## config.mk

```make
export PLATFORM = sky130hd
export DESIGN_NAME = trace_packet_merger
export DESIGN_NICKNAME = d
export VERILOG_FILES = /design/src/rtl/trace_packet_merger.sv
export SDC_FILE = /design/constraint.sdc
export NUM_CORES = 1
export LEC_CHECK = 0
export BUFFER_PORTS_ARGS = -buffer_cell sky130_fd_sc_hd__buf_2
export CORE_MARGIN = 4
export CORE_UTILIZATION = 67
export CTS_BUF_LIST = sky130_fd_sc_hd__clkbuf_4 sky130_fd_sc_hd__clkbuf_8 sky130_fd_sc_hd__clkbuf_16
export DETAILED_ROUTE_END_ITERATION = 10
export PLACE_DENSITY = 0.86
export SYNTH_ARGS = -nofsm -noshare
export SYNTH_HDL_FRONTEND = slang
export SYNTH_SLANG_ARGS = --single-unit
```

## constraint.sdc

```tcl
create_clock -name clk_i -period 10.06 [get_ports clk_i]
set_input_delay 0.503 -clock clk_i [delete_from_list [all_inputs] [get_ports clk_i]]
set_output_delay 0.503 -clock clk_i [all_outputs]
set_load 0.01 [all_outputs]
```

## src/rtl/trace_packet_merger.sv

```systemverilog
// Merges NCH trace-packet streams onto one output; per-channel packet-atomic FIFOs
// feed a round-robin arbiter that owns the output for one whole packet at a time.
module trace_packet_merger #(
    parameter  int NCH    = 2,
    parameter  int WORD_W = 32,
    parameter  int DEPTH  = 16,
    parameter  int CNT_W  = 8,
    localparam int CH_W   = (NCH > 1) ? $clog2(NCH) : 1
) (
    input  logic                    clk_i,
    input  logic                    rst_i,
    input  logic [NCH*WORD_W-1:0]   chan_word_i,
    input  logic [NCH-1:0]          chan_valid_i,
    input  logic [NCH-1:0]          chan_last_i,
    output logic [WORD_W-1:0]       packet_word_o,
    output logic                    packet_word_valid_o,
    output logic                    packet_last_o,
    output logic [CH_W-1:0]         packet_chan_o,
    input  logic                    grant_i,
    output logic [NCH*CNT_W-1:0]    drop_cnt_o,
    input  logic                    drop_clr_i
);

    localparam int AW = $clog2(DEPTH);
    localparam int PW = AW + 1;

    typedef enum logic {
        S_IDLE = 1'b0,
        S_SEND = 1'b1
    } state_t;

    logic [NCH-1:0]    elig;
    logic [NCH-1:0]    pop;
    logic [WORD_W-1:0] head_word [NCH];
    logic [NCH-1:0]    head_last;

    // Per-channel FIFO: wp advances on every stored word, cp only on a packet's last word,
    // so the reader (bounded by cp) never sees a partial packet.
    for (genvar k = 0; k < NCH; k++) begin : g_ch
        logic [WORD_W-1:0] mem_word_q [DEPTH];
        logic [DEPTH-1:0]  mem_last_q;
        logic [PW-1:0]     wp_q;
        logic [PW-1:0]     cp_q;
        logic [PW-1:0]     rp_q;
        logic              discard_q;
        logic [CNT_W-1:0]  cnt_q;
        logic [WORD_W-1:0] wr_word;
        logic              wr_valid;
        logic              wr_last;
        logic              full;
        logic              wr_store;
        logic              ovf;

        assign wr_word  = chan_word_i[k*WORD_W +: WORD_W];
        assign wr_valid = chan_valid_i[k];
        assign wr_last  = chan_last_i[k];
        assign full     = (wp_q[AW] != rp_q[AW]) && (wp_q[AW-1:0] == rp_q[AW-1:0]);
        assign wr_store = wr_valid && !discard_q && !full;
        assign ovf      = wr_valid && !discard_q && full;

        always_ff @(posedge clk_i or posedge rst_i) begin
            if (rst_i) begin
                wp_q      <= '0;
                cp_q      <= '0;
                rp_q      <= '0;
                discard_q <= 1'b0;
            end else begin
                if (pop[k]) begin
                    rp_q <= rp_q + 1'b1;
                end
                if (wr_valid) begin
                    if (discard_q) begin
                        if (wr_last) begin
                            discard_q <= 1'b0;
                        end
                    end else if (full) begin
                        // Roll back to the last committed boundary; cp never passes rp's data.
                        wp_q <= cp_q;
                        if (!wr_last) begin
                            discard_q <= 1'b1;
                        end
                    end else begin
                        wp_q <= wp_q + 1'b1;
                        if (wr_last) begin
                            cp_q <= wp_q + 1'b1;
                        end
                    end
                end
            end
        end

        always_ff @(posedge clk_i) begin
            if (wr_store) begin
                mem_word_q[wp_q[AW-1:0]] <= wr_word;
                mem_last_q[wp_q[AW-1:0]] <= wr_last;
            end
        end

        always_ff @(posedge clk_i or posedge rst_i) begin
            if (rst_i) begin
                cnt_q <= '0;
            end else if (drop_clr_i) begin
                cnt_q <= '0;
            end else if (ovf && (cnt_q != {CNT_W{1'b1}})) begin
                cnt_q <= cnt_q + 1'b1;
            end
        end

        assign elig[k]      = (rp_q != cp_q);
        assign head_word[k] = mem_word_q[rp_q[AW-1:0]];
        assign head_last[k] = mem_last_q[rp_q[AW-1:0]];
        assign drop_cnt_o[k*CNT_W +: CNT_W] = cnt_q;
    end

    state_t            state_q, state_d;
    logic [CH_W-1:0]   rr_q, rr_d;
    logic [CH_W-1:0]   owner_q, owner_d;
    logic [WORD_W-1:0] word_q, word_d;
    logic              last_q, last_d;
    logic              valid_q, valid_d;
    logic [CH_W-1:0]   chan_q, chan_d;

    logic [NCH-1:0]    rot;
    logic              sel_found;
    logic [CH_W:0]     sel_off;
    logic [CH_W:0]     sel_sum;
    logic [CH_W-1:0]   sel_ch;
    logic [CH_W:0]     nxt_sum;
    logic [CH_W-1:0]   nxt_owner;
    logic              hs;

    // Rotate eligibility so bit 0 is the RR pointer; lowest set bit is the winner.
    always_comb begin
        rot       = NCH'({elig, elig} >> rr_q);
        sel_found = 1'b0;
        sel_off   = '0;
        for (int i = NCH - 1; i >= 0; i--) begin
            if (rot[i]) begin
                sel_found = 1'b1;
                sel_off   = (CH_W+1)'(i);
            end
        end
        sel_sum = {1'b0, rr_q} + sel_off;
        if (sel_sum >= (CH_W+1)'(NCH)) begin
            sel_sum = sel_sum - (CH_W+1)'(NCH);
        end
        sel_ch  = CH_W'(sel_sum);
        nxt_sum = {1'b0, owner_q} + 1'b1;
        if (nxt_sum >= (CH_W+1)'(NCH)) begin
            nxt_sum = nxt_sum - (CH_W+1)'(NCH);
        end
        nxt_owner = CH_W'(nxt_sum);
    end

    always_comb begin
        state_d = state_q;
        rr_d    = rr_q;
        owner_d = owner_q;
        word_d  = word_q;
        last_d  = last_q;
        valid_d = valid_q;
        chan_d  = chan_q;
        pop     = '0;
        hs      = valid_q && grant_i;
        case (state_q)
            S_IDLE: begin
                if (sel_found) begin
                    owner_d = sel_ch;
                    state_d = S_SEND;
                end
            end
            S_SEND: begin
                if (hs && last_q) begin
                    valid_d = 1'b0;
                    last_d  = 1'b0;
                    rr_d    = nxt_owner;
                    state_d = S_IDLE;
                end else if ((!valid_q || hs) && !(valid_q && last_q) && elig[owner_q]) begin
                    pop[owner_q] = 1'b1;
                    valid_d      = 1'b1;
                    word_d       = head_word[owner_q];
                    last_d       = head_last[owner_q];
                    chan_d       = owner_q;
                end else if (hs) begin
                    valid_d = 1'b0;
                end
            end
            default: state_d = S_IDLE;
        endcase
    end

    always_ff @(posedge clk_i or posedge rst_i) begin
        if (rst_i) begin
            state_q <= S_IDLE;
            rr_q    <= '0;
            owner_q <= '0;
            word_q  <= '0;
            last_q  <= 1'b0;
            valid_q <= 1'b0;
            chan_q  <= '0;
        end else begin
            state_q <= state_d;
            rr_q    <= rr_d;
            owner_q <= owner_d;
            word_q  <= word_d;
            last_q  <= last_d;
            valid_q <= valid_d;
            chan_q  <= chan_d;
        end
    end

    assign packet_word_o       = word_q;
    assign packet_word_valid_o = valid_q;
    assign packet_last_o       = last_q;

    if (NCH > 1) begin : g_chan_out
        assign packet_chan_o = chan_q;
    end else begin : g_chan_tie
        assign packet_chan_o = '0;
    end

endmodule

```

==> results.ini <==
[clocking]
cts_root_buf = clkbuf_16
clkTransAtPathRegs_ns = 0.06
cts_max_level = 3
cts.sinks = 1142
clk_latency_ns = 0.67
clock_path_buffers = 3
cts_buffers = 107
cts_tree = yes

[die]
core_region_area_sq_um = 64900
die_w_microns = 265
start_util = 0.681
row_count = 93
ios = 123
die_area_sq_um = 70100
die_height_microns = 265

[drt]
wl_microns = 108000
firstDrtPassIters = 7
ant_nets = 0
dr_total_vias = 22600
drt_iter0_drc = 3490
wire_per_inst_microns = 34.0
route.detailed.drc = 0
via_per_inst = 7.15

[power]
p_switching_uw = 4540
p_seq_frac = 0.433
internal_power_uw = 9880
powerDensity_nw_per_um2 = 293
swShare = 0.315
pwr-share-comb = 0.283
vdd_drop_max_mv = 0.213
total_power_uw = 14400
p_leak_uw = 0.0161
clockPowerShare = 0.285

[timing]
clock.fmax_ghz = 0.234
tightest_slew_ns = 1.23
fin_crit_sh = 0.426
setup_viol = 0
report.final.hold_viol_count = 0
fin_crit_ns = 4.28
drv_slew = 0
rsz0062_at_grt = false
fin_skew_ns = 0.0288
relSlewSlack = 0.176
tns_ns = 0
fin_ws_ns = 5.78

[synth]
synth_top_area_cell = edfxtp_1
ys_seq_elements = 1142
ys_types = 60
yosys-top-cells-area = edfxtp_1, mux4_2, dfrtp_1
synth-main-ff-cell = edfxtp_1
seq_area_frac_synth = 0.766
synth_fp_nets = 2152
synth_cells = 2068
synth_edf_count = 1056
synth.avg_cell_area_sq_um = 21.4
async_flop_share = 0.0753
yosys.area.top_type_share = 0.717
yosys_warnings = 0
synth_area_sq_um = 44200

[finish]
area_growth_pct = 11.2
nets = 2298
layout-drive-gt1-share = 0.288

[worst_setup_path]
crit_path_cell_trace = buf_4, buf_4, xnor2_1, nand2_1, o21a_1, nor2_1, a221o_1
path_class = reg -> reg
cp-start-kind = register
crit_top_cell = buf_4
worstReg2RegStart = g_ch[0].rp_q[0]$_DFFE_PP0P_
crit_required_ns = 10.66
cp-end-kind = register
r2r.worst_path.cells = 7
cp.arrival_ns = 4.88
worstSetupEndpoint = packet_word_o[30]$_DFFE_PP0P_
rrSetupSlack_ns = 5.78
r2r-end = packet_word_o[30]$_DFFE_PP0P_
cpPeakStageDelay_ns = 1.02
slowest_stage = nor2_1
crit_path_start = g_ch[0].rp_q[0]$_DFFE_PP0P_
cp_max_fo = 43

[run_status]
outcome = finished clean

[global_routing]
grt_pass1_vias = 23200
grt_antenna_before_repair = 12
grt_usage = 0.309
grt_overflow = 0
grt_first_pass_wirelength_microns = 158000
grt_max_degree = 75

[min_path]
hp-class = in -> reg
hold_depth = 2

[placement]
routabilityCongestion = 0.828
place_ws_ns = 5.74
io_buffers = 122
hpwlAfterDp_microns = 55800

[job]
maxCapViolCount = 0

critical path: cells and delay by family (launching register included):
family / cells / cell delay (ns)
AOI/OAI and AO/OA: 2 / 0.76
and+or+nand+nor: 2 / 1.14
DFF: 1 / 0.57
xor gates and xnor gates: 1 / 0.20
buffers and inverters: 2 / 1.44
cells in the mapped netlist (7+ instances only):
library cell / n
mux2_2: 10
ha_1: 12
nor3_1: 10
buf_4: 13
nor2_1: 29
a211oi_1: 21
buf_2: 37
buf_1: 10
clkbuf_1: 40
nand2_1: 37
nor2b_1: 32
nand3_1: 29
a221o_1: 16
edfxtp_1: 1056
mux2i_1: 50
o21ai_0: 25
inv_1: 13
o221ai_1: 7
xnor2_1: 33
a21oi_1: 49
dfrtp_1: 86
mux4_2: 261
a22oi_1: 51
and3_1: 32
o22ai_1: 15
o221a_2: 8
buf_6: 11
cell usage in the layout (no fill, tap or decap), types with 17 or more instances in the layout:
master / count
nor2b_1: 30
a22oi_1: 51
nor2_1: 28
edfxtp_1: 1056
xnor2_1: 33
clkbuf_4: 34
and3_2: 29
mux4_2: 261
a211oi_1: 21
o21ai_0: 25
dfrtp_1: 79
buf_4: 26
clkinv_1: 19
nand2_1: 37
a21oi_1: 49
buf_2: 122
clkinv_2: 17
clkbuf_16: 108
nand3_1: 29
mux2i_1: 50
repair_timing:
| item | 4_1_cts | 5_1_grt |
|---|---|---|
| endpoints found under the hold margin | 41 | 0 |
| hold buffers | 1 | 0 |
| setup buffers | 0 | 0 |
| gates resized for setup | 0 | 0 |
per-layer routing:
layer,track usage,routed length (microns)
met5,0,129
met4,0.108,4130
met3,0.0803,11600
met2,0.515,55700
met1,0.405,36100
power by group through the flow:
stage | registers [uW] | clock network (uW) | logic, uW
5_1_grt | 6280 | 4350 | 4290
2_1_floorplan | 6060 | 0 | 2910
6_report | 6240 | 4110 | 4080
4_1_cts | 6230 | 4110 | 4050
3_5_place_dp | 6300 | 0 | 3920
3_3_place_gp | 6250 | 0 | 3780
cell families after synthesis:
kind of cell,Yosys count,synth area share
AO/OA/AOI/OAI,225,0.0360
XOR/XNOR,41,0.00863
adder cells (fa/ha/maj),12,0.00340
buffers and inverters,125,0.0147
flip-flops,1142,0.766
multiplexers,322,0.147
AND/OR/NAND/NOR,201,0.0241
flip-flops by register name, summed over array words and instances (netlist names):
register	cells
g_ch.cnt_q	16
packet_chan_o	1
g_ch.mem_last_q	32
g_ch.rp_q	10
g_ch.cp_q	10
g_ch.discard_q	2
rr_q	1
packet_word_o	32
g_ch.mem_word_q	1024
packet_word_valid_o	1
owner_q	1
state_q	1
packet_last_o	1
g_ch.wp_q	10
metrics by stage:
| step | utilization | std cells | hold slack [ns] | cell area [sq um] |
|---|---|---|---|---|
| after global routing | 0.757 | 3165 | 0.0507 | 49200 |
| final | 0.757 | 3166 | 0.0549 | 49200 |
| after global placement | 0.702 | 2959 | 0.468 | 45600 |
| after detailed placement | 0.702 | 2959 | 0.500 | 45600 |
| after floorplan | - | 2068 | 0.450 | 44200 |
| after CTS | 0.757 | 3161 | 0.0321 | 49100 |
cell type report:
class	count	area, sq um
timing repair buffer	149	816
clock buffer	147	3030
sequential	1142	33900
antenna	5	12.5
clock inverter	54	549
inverter	13	51.3
fill	3272	15800
tap	855	1070
multi-input combinational	801	9750
worst min path at each step:
stage / startpoint / to / slack [ns]
global placement: rr_q$_DFFE_PP0P_ / rr_q$_DFFE_PP0P_ / 0.47
floorplan: rr_q$_DFFE_PP0P_ / rr_q$_DFFE_PP0P_ / 0.45
global route: chan_valid_i[0] / g_ch[0].discard_q$_DFFE_PP0P_ / 0.05
CTS: chan_valid_i[0] / g_ch[0].discard_q$_DFFE_PP0P_ / 0.03
detailed placement: packet_word_o[17]$_DFFE_PP0P_ / packet_word_o[17]$_DFFE_PP0P_ / 0.50
finish: chan_valid_i[1] / g_ch[1].discard_q$_DFFE_PP0P_ / 0.05
No activity file was read; power rests on OpenSTA's default activity.
